<file path="config.mk">
export PLATFORM = sky130hd
export DESIGN_NAME = collision_detector
export DESIGN_NICKNAME = d
export VERILOG_FILES = /design/src/rtl/snake_pkg.sv /design/src/rtl/snake_body_buf.sv /design/src/rtl/collision_detector.sv
export SDC_FILE = /design/constraint.sdc
export NUM_CORES = 1
export LEC_CHECK = 0
export ABC_AREA = 1
export ABC_CLOCK_PERIOD_IN_PS = 1100
export CELL_PAD_IN_SITES_DETAIL_PLACEMENT = 1
export CELL_PAD_IN_SITES_GLOBAL_PLACEMENT = 1
export CORE_AREA = 2 2 63 71
export CTS_CLUSTER_DIAMETER = 200
export DETAILED_ROUTE_END_ITERATION = 12
export DIE_AREA = 0 0 65 73
export GPL_TIMING_DRIVEN = 0
export PLACE_DENSITY_LB_ADDON = 0.1
export SETUP_SLACK_MARGIN = 0.3
export SLEW_MARGIN = 20
export SYNTH_ARGS = -nofsm -noshare
export SYNTH_HDL_FRONTEND = slang
export SYNTH_SLANG_ARGS = --single-unit
export TNS_END_PERCENT = 5
</file>
<file path="constraint.sdc">
create_clock -name clk -period 1.1 [get_ports clk]
set_clock_uncertainty 0.05 [all_clocks]
set_input_delay 0.22 -clock clk [delete_from_list [all_inputs] [get_ports clk]]
set_output_delay 0.22 -clock clk [all_outputs]
set_load 0.01 [all_outputs]
</file>
<file path="src/rtl/snake_pkg.sv">
// Shared types for the snake collision logic: the board coordinate, the move-evaluation
// FSM states and the default body depth.
package snake_pkg;

  typedef struct packed {
    logic [3:0] x;
    logic [3:0] y;
  } coord_t;

  typedef enum logic [1:0] {
    IDLE,
    SCAN,
    RESOLVE
  } state_t;

  localparam int unsigned MAX_LEN_DEFAULT = 16;

endpackage

</file>
<file path="src/rtl/snake_body_buf.sv">
// Snake body segment store: one-step shift/insert at the head end, plus a
// combinational indexed read port. The oldest entry falls off the far end on every shift.
module snake_body_buf
  import snake_pkg::*;
#(
  parameter int unsigned MAX_LEN = MAX_LEN_DEFAULT,
  parameter int unsigned START_X = 4,
  parameter int unsigned START_Y = 4
) (
  input  logic                       clk,
  input  logic                       reset,
  input  logic                       shift,
  input  logic [7:0]                 din,
  input  logic [$clog2(MAX_LEN)-1:0] rd_idx,
  output logic [7:0]                 rd_data
);

  coord_t body [MAX_LEN];

  always_ff @(posedge clk or posedge reset) begin
    if (reset) begin
      body[0] <= '{x: 4'(START_X), y: 4'(START_Y)};
      for (int unsigned i = 1; i < MAX_LEN; i++) begin
        body[i] <= '0;
      end
    end else if (shift) begin
      for (int unsigned i = MAX_LEN - 1; i > 0; i--) begin
        body[i] <= body[i-1];
      end
      body[0] <= coord_t'(din);
    end
  end

  assign rd_data = body[rd_idx];

endmodule

</file>
<file path="src/rtl/collision_detector.sv">
// Evaluates each snake move for wall, self and apple collisions and maintains the body.
// Macro SELF_COLLISION_EN enables the per-segment self-collision scan.
module collision_detector
  import snake_pkg::*;
#(
  parameter int unsigned MAX_LEN = MAX_LEN_DEFAULT,
  parameter int unsigned X_MAX   = 11,
  parameter int unsigned Y_MAX   = 7,
  parameter int unsigned START_X = 4,
  parameter int unsigned START_Y = 4
) (
  input  logic       clk,
  input  logic       reset,
  input  logic       moveStrobe,
  input  logic [3:0] headX,
  input  logic [3:0] headY,
  input  logic [3:0] appleX,
  input  logic [3:0] appleY,
  input  logic       isGameComplete,
  output logic       goodColl,
  output logic       badColl,
  output logic       busy,
  output logic [4:0] snakeLen,
  output logic       dead
);

  localparam int unsigned IW = $clog2(MAX_LEN);

  state_t          state;
  coord_t          head_q;
  coord_t          apple_q;
  coord_t          seg;
  logic            hit;
  logic [IW-1:0]   idx;
  logic            wall;
  logic            is_bad;
  logic            is_good;
  logic            do_shift;
  logic [7:0]      rd_data;

  assign seg      = coord_t'(rd_data);
  assign wall     = ({28'd0, head_q.x} > X_MAX) || ({28'd0, head_q.y} > Y_MAX);
  assign is_bad   = wall || hit;
  assign is_good  = !is_bad && (head_q == apple_q);
  assign do_shift = (state == RESOLVE) && !is_bad;
  assign busy     = (state != IDLE);

  snake_body_buf #(
    .MAX_LEN(MAX_LEN),
    .START_X(START_X),
    .START_Y(START_Y)
  ) u_body (
    .clk    (clk),
    .reset  (reset),
    .shift  (do_shift),
    .din    (head_q),
    .rd_idx (idx),
    .rd_data(rd_data)
  );

  always_ff @(posedge clk or posedge reset) begin
    if (reset) begin
      state    <= IDLE;
      head_q   <= '0;
      apple_q  <= '0;
      hit      <= 1'b0;
      idx      <= '0;
      goodColl <= 1'b0;
      badColl  <= 1'b0;
      dead     <= 1'b0;
      snakeLen <= 5'd1;
    end else begin
      goodColl <= 1'b0;
      badColl  <= 1'b0;
      case (state)
        IDLE: begin
          if (moveStrobe && !isGameComplete && !dead) begin
            head_q  <= '{x: headX, y: headY};
            apple_q <= '{x: appleX, y: appleY};
            hit     <= 1'b0;
            idx     <= '0;
`ifdef SELF_COLLISION_EN
            state   <= SCAN;
`else
            state   <= RESOLVE;
`endif
          end
        end
        SCAN: begin
          if (seg == head_q) hit <= 1'b1;
          if (5'(idx) == snakeLen - 5'd1) state <= RESOLVE;
          else idx <= idx + 1'b1;
        end
        RESOLVE: begin
          state <= IDLE;
          if (is_bad) begin
            badColl <= 1'b1;
            dead    <= 1'b1;
          end else if (is_good) begin
            goodColl <= 1'b1;
            if (snakeLen < 5'(MAX_LEN)) snakeLen <= snakeLen + 5'd1;
          end
        end
        default: state <= IDLE;
      endcase
    end
  end

endmodule

</file>
; Word level (Yosys, flattened, before mapping)
; Cells that the tools add are included.
[totals]
word_cells = 96
ff_bits = 159
input_bits = 20
out_inout_bits = 9
[op_classes]
reduce_logical = 18
add_sub_neg = 3
n_bitwise = 2
n_mux = 17
eq_ne = 9
magnitude_cmp = 4
[ops]
columns = op, count
row1 = $bmux 8 s4, 1
row2 = $eq 8x8->1, 2
row3 = $mux 8, 2
row4 = $mux 4, 2
row5 = $ne 2x2->1 const B, 4
row6 = $pmux 4 s2, 1
row7 = $mux 1, 7
row8 = $reduce_and 2->1, 3
row9 = $reduce_and 3->1, 2
row10 = $add 5x1->5 const B, 1
row11 = $eq 4x5->1, 1
row12 = $ge 5x5->1 const B, 1
row13 = $lt 5x5->1 const B, 1
row14 = $not 4->5, 1
row15 = $sub 5x1->5 const B, 1
row16 = $add 4x1->4 const B, 1
row17 = $gt 4x3->1 const B, 1
row18 = $gt 4x4->1 const B, 1
row19 = $logic_and 1x1->1, 4
row20 = $mux 2, 2
row21 = $pmux 2 s2, 1
row22 = $reduce_and 4->1, 1
row23 = $reduce_bool 2->1, 2
row24 = $logic_not 1->1, 3
row25 = other kinds (6), 7

; Logic depth before layout (Yosys ltp)
[logic_depth]
word_depth = 8
depth_mapped = 9
depth_no_buf = 9

; Worst setup path after synthesis
; Ideal clock, no wire load.
[synth_path]
path_type = reg2reg
from = reg snakeLen[0]
to = reg snakeLen[2]
path_stages_with_launch = 7
synth_period_minus_slack_ps = 1209
t_required_ps = 933
path_slack_ps = -109
setup_ps = 117
arrival_time_ps = 1042
n_path_buf = 0
cell_sequence = dfstp_2 -> ha_1 -> inv_1 -> nor2_1 -> nand3_1 -> nand2_1 -> nand2_1
[synth_via]
elab_chain_len = 2
elab_cells_between_ends = 3
classes_between = add/sub: 1 / order compare: 1 / reduce/logical: 1
[synth_lines]
columns = item, line_no
row1 = "start, declared", collision_detector.sv:23  ; output logic [4:0] snakeLen,
row2 = "start signal, assigned", collision_detector.sv:101  ; if (snakeLen < 5'(MAX_LEN)) snakeLen <= snakeLen + 5'd1;
row3 = $lt 5x5->1, collision_detector.sv:101
row4 = $reduce_and 4->1 (no source line), -
; Parallel ways exist; a longest one is shown, timed or not.
; A chain may end at the register's enable or synchronous reset.

; Final worst setup path
[layout_path]
from = reg state[1]
to = reg snakeLen[2]
[layout_via]
elab_chain_len = 2
[layout_lines]
columns = item, line_no
row1 = "start, declared", collision_detector.sv:29  ; state_t state;
row2 = "start signal, assigned", collision_detector.sv:63  ; state <= IDLE;
row3 = "start signal, assigned", collision_detector.sv:85  ; state <= RESOLVE;
row4 = "start signal, assigned", collision_detector.sv:91  ; if (5'(idx) == snakeLen - 5'd1) state <= RESOLVE;
row5 = $eq 2x2->1, collision_detector.sv:75  ; case (state)
row6 = $reduce_and 4->1 (no source line), -
; Every way passes these cells.

==> metrics.md <==
| Metric | Value |
|---|---|
| Status | `finished with violations` |
| Failing checks | `hold timing, setup timing` |
| Final hold viol count | `24` |
| DRT Wirelength | `approximately 3.1 mm` |
| Max Slew Vio Count | `0` |
| Endpoints failing setup | `24` |
| CP Capture Type | `flip-flop` |
| CTS Buf Count | `3` |
| Mapped Cells | `between 150 and 200` |
| Final worst setup slack | `-0.227 ns` |
| Die area | `approximately 4700 um^2` |
| Pwr dens | `between 2000 and 2500 nW/um^2` |
| Initial core utilization | `0.296` |
| Vias per Instance | `4.44` |
| Number of global-route vias before repair | `1188` |
| CP most frequent cell | `nand2_1` |
| Place WS | `-0.447 ns` |
| Uppermost layer routed | `met4` |
| CP max-delay cell | `dfrtp_1` |
| Hold crit path type | `input port to asynchronous set/reset pin` |
| Max Cap Viol | `0` |
| Core area | `about 4100 um^2` |
| Fin crit period | `1.33 ns` |
| Crit path DAT | `1.45 ns` |
| Critical Path RT | `between 1 and 1.5 ns` |
| Antenna Cells | `0` |
| Synth area leader | `dfrtp_1` |
| Final ANT Viol Nets | `0` |
| Grt total ovfl | `0` |
| Via count | `roughly 1100` |
| Worst-path maximum fanout | `5` |
| Avg Synthesized Cell Area | `7.93 um^2` |
| Number of synthesized register bits | `25` |
| IO Pins | `29` |
| Most common cell after layout, fill and taps aside | `nand2_1` |
| GP Congestion | `about 0.75` |
| Fin cells | `247` |
| Actual slew at the worst max-slew pin | `0.573 ns` |
| Die Ht | `roughly 73 um` |
| Final net count | `215` |
| H-tree lvl count | `1` |
| RSZ-0062 raised after global routing | `yes` |
| I/O Buffers | `28` |
| Pin count of the biggest net entering global routing | `26` |
| Yosys warns | `0` |
| Initial DRC count | `15` |
| Global-route wire length before repair | `approximately 5.2 mm` |
| Synth area leaders | `dfrtp_1 (49%), nand2_1 (18%), inv_1 (6.5%)` |
| Fin crit share | `1.21` |
| Sequential share of the synthesized area | `0.516` |
| Wl on met1 | `between 1 and 1.5 mm` |
| CP startpoint kind | `flip-flop` |
| Rel. slew slack | `0.617` |
| Longest Clk Path Bufs | `2` |
| Setup TNS Final | `-3.62 ns` |
| DRC viols | `0` |
| Post-synth top area share | `0.495` |
| Clock transition at the registers of the reported paths | `around 0.090 ns` |
| Peak VDD IR | `between 600 and 700 uV` |
| Most frequent cells in the layout | `nand2_1 (58), dfrtp_1 (24), inv_1 (19)` |
| Worst skew pair latency | `0.27 ns` |
| Wire length on met2 | `1.58 mm` |
| CTS tree | `done` |
| Hold slack | `-0.0173 ns` |
| Distinct cell type count after synthesis | `18` |
| Worst path top cell family by delay | `simple AND/OR/NAND/NOR gates` |
| WL per Instance | `between 10 and 15 um` |
| Sink Count | `25` |
| GRT Total Usage | `0.146` |
| CP Class | `flip-flop to flip-flop` |
| Die width | `~65 um` |
| Post-Place Cells | `~240` |
| DRT Pass-1 Iters | `4` |
| Met3 wire length | `118 um` |
| Mapped Nets | `~170` |
| Clk root buf | `clkbuf_8` |
| Post-DP HPWL | `approximately 2.3 mm` |
| Area added between synthesis and finish | `38.7%` |
| Synthesized cell area | `~1200 um^2` |
| Critical-path cell list | `buf_6, inv_2, nor2_2, nand2_1, nor2_2, nand2_2, nor2_4, nand3_2, nand2_1, nand2_1` |
| Design Power | `roughly 3.4 mW` |
| Bufs and invs on worst path | `2` |
| Layout cell share with drive strength beyond 1 | `0.223` |
| Initial antenna violation count | `0` |
| Fmax achieved | `roughly 750 MHz` |
| FP Rows | `25` |
| Worst path max stage delay | `0.37 ns` |
| Leakage | `between 0.8 and 0.9 nW` |
==> worst register-to-register path, stage by stage, from the launching register on <==
cell and delay (ns):
dfrtp_1 0.37, buf_6 0.12, inv_2 0.03, nor2_2 0.06, nand2_1 0.06, nor2_2 0.10, nand2_2 0.07, nor2_4 0.18
nand3_2 0.08, nand2_1 0.06, nand2_1 0.05
==> cell families after synthesis <==
kind of cell,synth area share
compound gates,0.0567
xor+xnor,0.0217
fa+ha+maj,0.0103
buf+inv,0.0866
flops,0.517
simple gates,0.308
==> registers in the layout, summed over array words and instances, names as in the netlist <==
signal	cells
head_q	8
dead	1
apple_q	8
badColl	1
state	1
snakeLen	5
goodColl	1
==> timing repair <==
| action | 4_1_cts | 5_1_grt |
|---|---|---|
| pin swaps | 3 | 1 |
| buffers inserted | 6 | 1 |
| setup endpoints to repair | 59 | 59 |
| hold buffers | 0 | 0 |
| resized for setup | 53 | 5 |
| endpoints found under the hold margin | 0 | 0 |
| gates cloned | 1 | 0 |
==> worst paths after layout <==
kind	start	end	slack (ns)	depth (start not counted)
setup / recovery	state[1]$_DFFE_PP0P_	snakeLen[2]$_DFFE_PP0P_	-0.23	10
hold / removal	reset	apple_q[3]$_DFFE_PP0P_	-0.02	2
setup reg to reg	state[1]$_DFFE_PP0P_	snakeLen[2]$_DFFE_PP0P_	-0.23	10
hold reg to reg	dead$_DFFE_PP0P_	dead$_DFFE_PP0P_	0.45	2
max in group asynchronous	reset	snakeLen[0]$_DFFE_PP1P_	0.67	2
min in group clk	headX[0]	head_q[4]$_DFFE_PP0P_	0.43	3
==> stage by stage <==
| stage | util | hold WS [ns] | cell area, um^2 |
|---|---|---|---|
| final | 0.411 | -0.0173 | 1680 |
| after global routing | 0.411 | 0.0239 | 1680 |
| after CTS | 0.403 | 0.316 | 1650 |
| after detailed placement | 0.381 | 0.422 | 1560 |
| after global placement | 0.381 | 0.417 | 1560 |
| after floorplan | - | 0.197 | 1210 |
==> synth_stat cells, drive strengths merged <==
master and instances:
dfrtp 24, nor2 12, inv 24, ha 1, dfstp 1, nand3 5, xnor2 3, buf 3
nand2 62, o21ai 13, and3 1, nand4 4
==> where the power goes <==
group	internal [mW]	switching (mW)
Clock	0.260	0.305
Combinational	0.556	0.840
Sequential	1.25	0.211
Total	2.06	1.36
==> routing by layer <==
layer,GRT usage,up-vias
li1,-,539
met1,0.168,532
met4,0.0496,0
met2,0.269,22
met5,0,-
met3,0.0262,4
==> final cells by class <==
cell class | instances | area, um^2
Timing Repair Buffer | 36 | 324
Buffer | 3 | 33.8
Tap cell | 54 | 67.6
Multi-Input combinational cell | 101 | 492
Clock buffer | 4 | 45.0
Sequential cell | 25 | 627
Fill cell | 515 | 2410
Inverter | 24 | 93.8
Power figures use the tool's default switching activity.
